**src/rtl/serial_bit_feeder.sv**
```systemverilog
`default_nettype none
// ============================================================================
// Module   : serial_bit_feeder
// Brief    : Parallel-to-serial converter with valid/ready input handshake and
//            a one-word holding buffer for gap-free streaming. Emits one bit
//            per clock on ser_out, qualified by ser_valid, with word_start /
//            word_last framing strobes. IDLE_BIT is driven when idle.
//            Optional macro SERIAL_FEEDER_PARITY_EN appends an even-parity bit
//            after each word's data bits.
// Revision : 1.0 - initial release
// ============================================================================
module serial_bit_feeder #(
    parameter int   WIDTH    = 8,
    parameter logic IDLE_BIT = 1'b0
) (
    input  logic             clk,
    input  logic             rst,
    input  logic [WIDTH-1:0] din,
    input  logic             din_valid,
    output logic             din_ready,
    input  logic             msb_first,
    output logic             ser_out,
    output logic             ser_valid,
    output logic             word_start,
    output logic             word_last,
    output logic             busy
);

    localparam int CW = $clog2(WIDTH + 1);
    localparam int IW = $clog2(WIDTH);

`ifdef SERIAL_FEEDER_PARITY_EN
    typedef enum logic [1:0] {
        ST_IDLE   = 2'd0,
        ST_SHIFT  = 2'd1,
        ST_PARITY = 2'd2
    } state_t;
`else
    typedef enum logic [1:0] {
        ST_IDLE   = 2'd0,
        ST_SHIFT  = 2'd1
    } state_t;
`endif

    state_t           r_state;
    state_t           w_state_nxt;
    logic [WIDTH-1:0] r_sr, w_sr_nxt;
    logic             r_sr_msb, w_sr_msb_nxt;
    logic [WIDTH-1:0] r_hb, w_hb_nxt;
    logic             r_hb_msb, w_hb_msb_nxt;
    logic             r_hb_full, w_hb_full_nxt;
    logic [CW-1:0]    r_cnt, w_cnt_nxt;
    logic             r_ser_out, w_ser_out_nxt;
    logic             r_ser_valid, w_ser_valid_nxt;
    logic             r_word_start, w_word_start_nxt;
    logic             r_word_last, w_word_last_nxt;

    logic             w_xfer;
    logic             w_last_on;
    logic             w_need_load;
    logic [IW-1:0]    w_idx;
    logic [WIDTH-1:0] w_ld_word;
    logic             w_ld_msb;
    logic             w_do_load;

    assign w_xfer = din_valid && !r_hb_full;

    // The final bit of the current word is on ser_out, so the next edge
    // either starts the following word or returns to idle.
`ifdef SERIAL_FEEDER_PARITY_EN
    assign w_last_on = (r_state == ST_PARITY);
`else
    assign w_last_on = (r_state == ST_SHIFT) && (r_cnt == CW'(WIDTH));
`endif

    assign w_need_load = (r_state == ST_IDLE) || w_last_on;

    // r_cnt counts bits already emitted; it is the sequence position of the
    // next data bit.
    assign w_idx = r_sr_msb ? (IW'(WIDTH - 1) - IW'(r_cnt)) : IW'(r_cnt);

    // State register.
    always_ff @(posedge clk or posedge rst) begin
        if (rst) begin
            r_state <= ST_IDLE;
        end else begin
            r_state <= w_state_nxt;
        end
    end

    // Next-state, datapath and registered-output decode.
    always_comb begin
        w_state_nxt      = r_state;
        w_sr_nxt         = r_sr;
        w_sr_msb_nxt     = r_sr_msb;
        w_hb_nxt         = r_hb;
        w_hb_msb_nxt     = r_hb_msb;
        w_hb_full_nxt    = r_hb_full;
        w_cnt_nxt        = r_cnt;
        w_ser_out_nxt    = IDLE_BIT;
        w_ser_valid_nxt  = 1'b0;
        w_word_start_nxt = 1'b0;
        w_word_last_nxt  = 1'b0;
        w_ld_word        = '0;
        w_ld_msb         = 1'b0;
        w_do_load        = 1'b0;

        if (w_need_load) begin
            // Holding buffer has priority; when it is full din_ready is low,
            // so a direct load from din cannot collide with it.
            if (r_hb_full) begin
                w_ld_word     = r_hb;
                w_ld_msb      = r_hb_msb;
                w_do_load     = 1'b1;
                w_hb_full_nxt = 1'b0;
            end else if (w_xfer) begin
                w_ld_word = din;
                w_ld_msb  = msb_first;
                w_do_load = 1'b1;
            end

            if (w_do_load) begin
                // First bit goes out on the load edge itself, keeping
                // word-to-word transitions gap-free.
                w_state_nxt      = ST_SHIFT;
                w_sr_nxt         = w_ld_word;
                w_sr_msb_nxt     = w_ld_msb;
                w_cnt_nxt        = CW'(1);
                w_ser_out_nxt    = w_ld_msb ? w_ld_word[WIDTH-1] : w_ld_word[0];
                w_ser_valid_nxt  = 1'b1;
                w_word_start_nxt = 1'b1;
            end else begin
                w_state_nxt = ST_IDLE;
                w_cnt_nxt   = '0;
            end
        end else begin
            if (w_xfer) begin
                w_hb_nxt      = din;
                w_hb_msb_nxt  = msb_first;
                w_hb_full_nxt = 1'b1;
            end
`ifdef SERIAL_FEEDER_PARITY_EN
            if (r_cnt == CW'(WIDTH)) begin
                w_state_nxt     = ST_PARITY;
                w_ser_out_nxt   = ^r_sr;
                w_ser_valid_nxt = 1'b1;
                w_word_last_nxt = 1'b1;
            end else begin
                w_ser_out_nxt   = r_sr[w_idx];
                w_ser_valid_nxt = 1'b1;
                w_cnt_nxt       = r_cnt + CW'(1);
            end
`else
            w_ser_out_nxt   = r_sr[w_idx];
            w_ser_valid_nxt = 1'b1;
            w_word_last_nxt = (r_cnt == CW'(WIDTH - 1));
            w_cnt_nxt       = r_cnt + CW'(1);
`endif
        end
    end

    // Storage and registered serial outputs.
    always_ff @(posedge clk or posedge rst) begin
        if (rst) begin
            r_sr         <= '0;
            r_sr_msb     <= 1'b0;
            r_hb         <= '0;
            r_hb_msb     <= 1'b0;
            r_hb_full    <= 1'b0;
            r_cnt        <= '0;
            r_ser_out    <= IDLE_BIT;
            r_ser_valid  <= 1'b0;
            r_word_start <= 1'b0;
            r_word_last  <= 1'b0;
        end else begin
            r_sr         <= w_sr_nxt;
            r_sr_msb     <= w_sr_msb_nxt;
            r_hb         <= w_hb_nxt;
            r_hb_msb     <= w_hb_msb_nxt;
            r_hb_full    <= w_hb_full_nxt;
            r_cnt        <= w_cnt_nxt;
            r_ser_out    <= w_ser_out_nxt;
            r_ser_valid  <= w_ser_valid_nxt;
            r_word_start <= w_word_start_nxt;
            r_word_last  <= w_word_last_nxt;
        end
    end

    assign din_ready  = ~r_hb_full;
    assign ser_out    = r_ser_out;
    assign ser_valid  = r_ser_valid;
    assign word_start = r_word_start;
    assign word_last  = r_word_last;
    assign busy       = (r_state != ST_IDLE) || r_hb_full;

endmodule
`default_nettype wire

```
**config.mk**
```make
export PLATFORM = sky130hd
export DESIGN_NAME = serial_bit_feeder
export DESIGN_NICKNAME = d
export VERILOG_FILES = /design/src/rtl/serial_bit_feeder.sv
export SDC_FILE = /design/constraint.sdc
export NUM_CORES = 1
export LEC_CHECK = 0
export ABC_CLOCK_PERIOD_IN_PS = 1630
export CORE_ASPECT_RATIO = 0.75
export CORE_UTILIZATION = 49
export DETAILED_ROUTE_END_ITERATION = 10
export PLACE_DENSITY_LB_ADDON = 0.05
export SLEW_MARGIN = 25
export SYNTH_ARGS = -nofsm -noshare
export SYNTH_HDL_FRONTEND = slang
export SYNTH_SLANG_ARGS = --single-unit
```
**constraint.sdc**
```tcl
create_clock -name clk -period 1.63 [get_ports clk]
set_input_delay 0.2445 -clock clk [delete_from_list [all_inputs] [get_ports clk]]
set_output_delay 0.2445 -clock clk [all_outputs]
set_load 0.02 [all_outputs]
```
After elaboration in Yosys (flattened, before gate mapping)
Index checks and enable logic that the tools add are counted.

Register bits after elaboration: 29. Output and inout bits: 6. Input port bits: 12. Word-level logic and storage cells: 52.

Bitwise operators: 2. Reduce and logical (&&, ||, !) cells: 10. $lt $le $gt $ge: 1. Muxes and demuxes: 23. Equal/unequal tests: 3. Add/subtract/negate cells: 2.

Operators by type and width (number): 2-to-1 mux 1 bit (18); 2-to-1 mux 8 bit (2); adder 4 x 1 -> 4 bit (second input constant) (1); equality test 4 x 3 -> 1 bit (second input constant) (1); equality test 4 bit (second input constant) (1); less-than comparator 3 x 4 -> 1 bit (second input constant) (1); 2-to-1 mux 4 bit (1); AND reduction 2 bit (2); nonzero test 2 bit (2); binary-select mux 1 bit (select 3 bit) (1); 2-to-1 mux 3 bit (1); subtractor 3 bit (first input constant) (1); equality test 2 x 1 -> 1 bit (second input constant) (1); logical AND 1 bit (2); logical NOT 2 bit (1); logical OR 1 bit (2); NOT 1 bit (2); logical NOT 1 bit (1).

Longest topological paths before layout
Word-level depth: 8. Mapped depth: 8. Gate-level depth less buffers: 6.

Worst setup path after synthesis
No wires, ideal clock.

Kind: reg-to-reg. Start: register r_cnt[0]. End: register r_hb[1]. Slack: -0.005 ns. Clock period less this slack: 1.635 ns. Data arrival time: 1.511 ns. Cell stages (with the launch flop): 8. Path through: dfrtp_1 buf_2 inv_2 ha_1 nand3b_4 and2_4 nand2_4 mux2_2.

Longest elaborated chain between the ends: 5.

Ends and longest elaborated chain: start: declaration (RTL line 52) `logic [CW-1:0] r_cnt, w_cnt_nxt;`; start signal: assignment (RTL line 181) `r_cnt <= w_cnt_nxt;`; equality test 4 bit (RTL line 73) `assign w_last_on = (r_state == ST_SHIFT) && (r_cnt == CW'(WIDTH));`; logical AND 1 bit (RTL line 73); logical OR 1 bit (RTL line 76) `assign w_need_load = (r_state == ST_IDLE) || w_last_on;`; NOT 1 bit (no line); AND reduction 2 bit (no line); end signal: assignment (RTL line 178) `r_hb <= w_hb_nxt;`; end: declaration (RTL line 49) `logic [WIDTH-1:0] r_hb, w_hb_nxt;`.

No other way between the ends. A chain may end at the register's enable or synchronous reset.

Worst setup path after layout
Start: register r_hb_full. End: output port busy.

Longest elaborated chain between the ends: 1.

Ends and longest elaborated chain: start: declaration (RTL line 51) `logic r_hb_full, w_hb_full_nxt;`; start signal: assignment (RTL line 180) `r_hb_full <= w_hb_full_nxt;`; logical OR 1 bit (RTL line 194) `assign busy = (r_state != ST_IDLE) || r_hb_full;`; end: declaration (RTL line 26) `output logic busy`.

No other way between the ends.

==> flow_metrics.env <==
export IMPL_status="finished, final reports clean"
export IMPL_grt_first_pass_wirelength_um=5390
export IMPL_cts_sinks=28
export IMPL_fin_ws_ns=0.0472
export IMPL_clock_latency_ns=0.27
export IMPL_cp_max_fo=7
export IMPL_gr_usage_met3_pct=5.61
export IMPL_viasPerCell=5.96
export IMPL_power_density_nw_per_um2=1770
export IMPL_async_flop_share_pct=100
export IMPL_dr_pass1_iters=4
export IMPL_layout_common_cells="dfrtp_1 (23), buf_4 (17), clkdlybuf4s50_1 (15), a22oi_1 (9), a31oi_1 (8)"
export IMPL_numCtsBuffers=3
export IMPL_nets=176
export IMPL_setup_violations=0
export IMPL_seq_area_frac_synth_pct=48.2
export IMPL_stdcell_area_sq_um=1860
export IMPL_area_delta_synth_final_pct=28.0
export IMPL_use_met2_pct=37.2
export IMPL_grt_antenna_before_repair=0
export IMPL_grt_pass1_vias=1201
export IMPL_synth_nets=142
export IMPL_ioPinCount=18
export IMPL_crit_type="register to output port"
export IMPL_drtIter0Drc=66
export IMPL_cp_arrival_ns=1.34
export IMPL_worst_setup_path_end_kind="output port"
export IMPL_post_drt_wl_per_cell_um=16.1
export IMPL_grt_start_max_net_pins=29
export IMPL_hold_path_class="input pin to asynchronous set/reset pin"
export IMPL_synth_adder_area_share_pct=1.72
export IMPL_cts_buffer_depth=2
export IMPL_num_vias=1168
export IMPL_die_h_um=49.2
export IMPL_max_slew_margin_rel_pct=59.9
export IMPL_final_common_cell="dfrtp_1"
export IMPL_place_detailed_hpwl_um=2360
export IMPL_synth_top_family_by_area="compound AO/OA/AOI/OAI gates"
export IMPL_max_freq_mhz=632
export IMPL_grtUsageMet1_pct=28.4
export IMPL_synth_simple_gate_area_share_pct=17.0
export IMPL_drive_gt1_share_pct=28.7
export IMPL_drc=0
export IMPL_irDropWorstVdd_uv=754
export IMPL_worst_pin_slew_ns=0.597
export IMPL_final_seq_area_sq_um=707
export IMPL_syn_area_per_cell_sq_um=11.4
export IMPL_fillers=212
export IMPL_hold_viol_final=0
export IMPL_synth_xor_xnor_area_share_pct=1.20
export IMPL_gp_congestion=0.773
export IMPL_dieArea_sq_um=3190
export IMPL_place_area_sq_um=1760
export IMPL_period_needed_ns=1.58
export IMPL_fin_hold_ws_ns=0.340
export IMPL_synth_area_mux_share_pct=7.74
export IMPL_clockRootBuffer="clkbuf_8"
export IMPL_dp_cells=191
export IMPL_synth_seq_cells=28
export IMPL_cts_tree="done"
export IMPL_h_tree_depth=1
export IMPL_antenna_cells=0
export IMPL_synth_area_sq_um=1460
export IMPL_finalCritPeriodShare_pct=97.1
export IMPL_clkTransAtPathRegs_ns=0.09
export IMPL_overflow=0
export IMPL_max_cap_viol_count=0
export IMPL_yosys_warnings=0
export IMPL_fp_dieW_um=64.9
export IMPL_grt_util_all_layers_pct=22.2
export IMPL_pre_cts_ws_ns=-0.0571
export IMPL_routed_wl_um=3150
export IMPL_synth_compound_area_share_pct=19.9
export IMPL_rsz0062_at_grt="no"
export IMPL_core_area_sq_um=2700
export IMPL_grt_busiest_layer="met2"
export IMPL_fin_total_pwr_mw=3.30
export IMPL_cts_hold_buffers_added=0
export IMPL_fin_skew_ns=0.00111
export IMPL_rows=16
export IMPL_initial_utilization_pct=53.8
export IMPL_startpoint_type="register"
export IMPL_drv_slew=0
export IMPL_antenna_left=0
export IMPL_multiInputGateArea_sq_um=722
export IMPL_synth_ff_type="dfrtp_1"
export IMPL_syn_inst=128
export IMPL_fin_cells=196
export IMPL_p_leak_nw=0.783
export IMPL_portBuffers=17
export IMPL_ys_types=43
export IMPL_synth_edf_count=0
export IMPL_crit_required_ns=1.39
export IMPL_reg2reg_depth=5
## state kept, by name (all words and copies together), names as in the netlist
| signal | cells |
|---|---|
| r_hb_full | 1 |
| r_sr_msb | 1 |
| word_last | 1 |
| r_hb | 8 |
| word_start | 1 |
| r_cnt | 4 |
| r_hb_msb | 1 |
| ser_out | 1 |
| ser_valid | 1 |
| r_state | 1 |
| r_sr | 8 |
## per-stage QoR
stage | utilization [%] | setup TNS, ns
floorplan | - | 0
global placement | 65.2 | -0.0811
detailed placement | 65.2 | -0.388
CTS | 66.7 | 0
global route | 68.9 | 0
finish | 68.9 | 0
## kinds of logic after synthesis
logic type	after synthesis
compound gates	40
simple gates	33
flops	28
buf+inv	13
mux	10
xor+xnor	2
fa+ha+maj	2
## cell type report
type	instances	area share, %
timing repair buffer	37	17.7
tap	36	2.42
clock buffer	3	2.22
sequential	28	37.9
multi-input combinational	87	38.8
inverter	5	1.01
## report_power, final
part,internal [mW],switching [mW],leakage (nW)
clock,0.166,0.205,0.0216
combinational,0.911,0.665,0.437
sequential,1.02,0.328,0.324
## repair_timing
action / in CTS / in global routing
resized for setup: 3 / 17
pin swaps: 0 / 3
endpoints found under the setup margin: 3 / 17
cloned: 0 / 0
setup buffers: 0 / 2
## path summary, 6_finish.rpt
| path | end | startpoint | slack, ns |
|---|---|---|---|
| setup / recovery | busy | r_hb_full$_DFFE_PP0P_ | 0.05 |
| hold / removal | r_hb[0]$_DFFE_PP0P_ | rst | 0.34 |
| setup reg to reg | ser_out$_DFF_PP0_ | r_cnt[1]$_DFF_PP0_ | 0.08 |
| hold reg to reg | r_hb[0]$_DFFE_PP0P_ | r_hb[0]$_DFFE_PP0P_ | 0.50 |
| max in group asynchronous | r_cnt[0]$_DFF_PP0_ | rst | 1.01 |
| min in group clk | r_hb[0]$_DFFE_PP0P_ | r_hb[0]$_DFFE_PP0P_ | 0.50 |
## cell usage after synthesis (2+ instances only)
| cell | instances | share of area (%) |
|---|---|---|
| or4b_1 | 2 | 1.4 |
| a22oi_1 | 10 | 5.2 |
| and4b_1 | 2 | 1.4 |
| nor2_1 | 6 | 1.5 |
| and4bb_2 | 2 | 1.7 |
| inv_1 | 4 | 1.0 |
| ha_1 | 2 | 1.7 |
| mux2_2 | 4 | 3.1 |
| nand2_1 | 2 | 0.52 |
| dfrtp_1 | 28 | 48 |
| clkbuf_1 | 2 | 0.52 |
| o2bb2ai_1 | 4 | 2.4 |
| nand4b_1 | 2 | 1.2 |
| nor2b_1 | 5 | 2.1 |
| a31oi_1 | 8 | 3.4 |
| nand3_1 | 2 | 0.69 |
| a21o_1 | 2 | 1.0 |
| buf_4 | 2 | 1.0 |
| o221ai_1 | 2 | 1.2 |
| o21ai_0 | 6 | 2.1 |
| buf_2 | 4 | 1.4 |
| mux2_1 | 6 | 4.6 |
## worst max-delay path, stage by stage, from the launching register on
cell and delay (ns):
dfrtp_2 0.46, or2_2 0.28, dlygate4sd2_1 0.32
## metal layers
layer  wire length (um)  up-vias
li1                   -      550
met2               1480       32
met5                  0        -
met1               1500      581
met3                133        5
met4                 29        0
No activity file was read; power rests on OpenSTA's default activity.
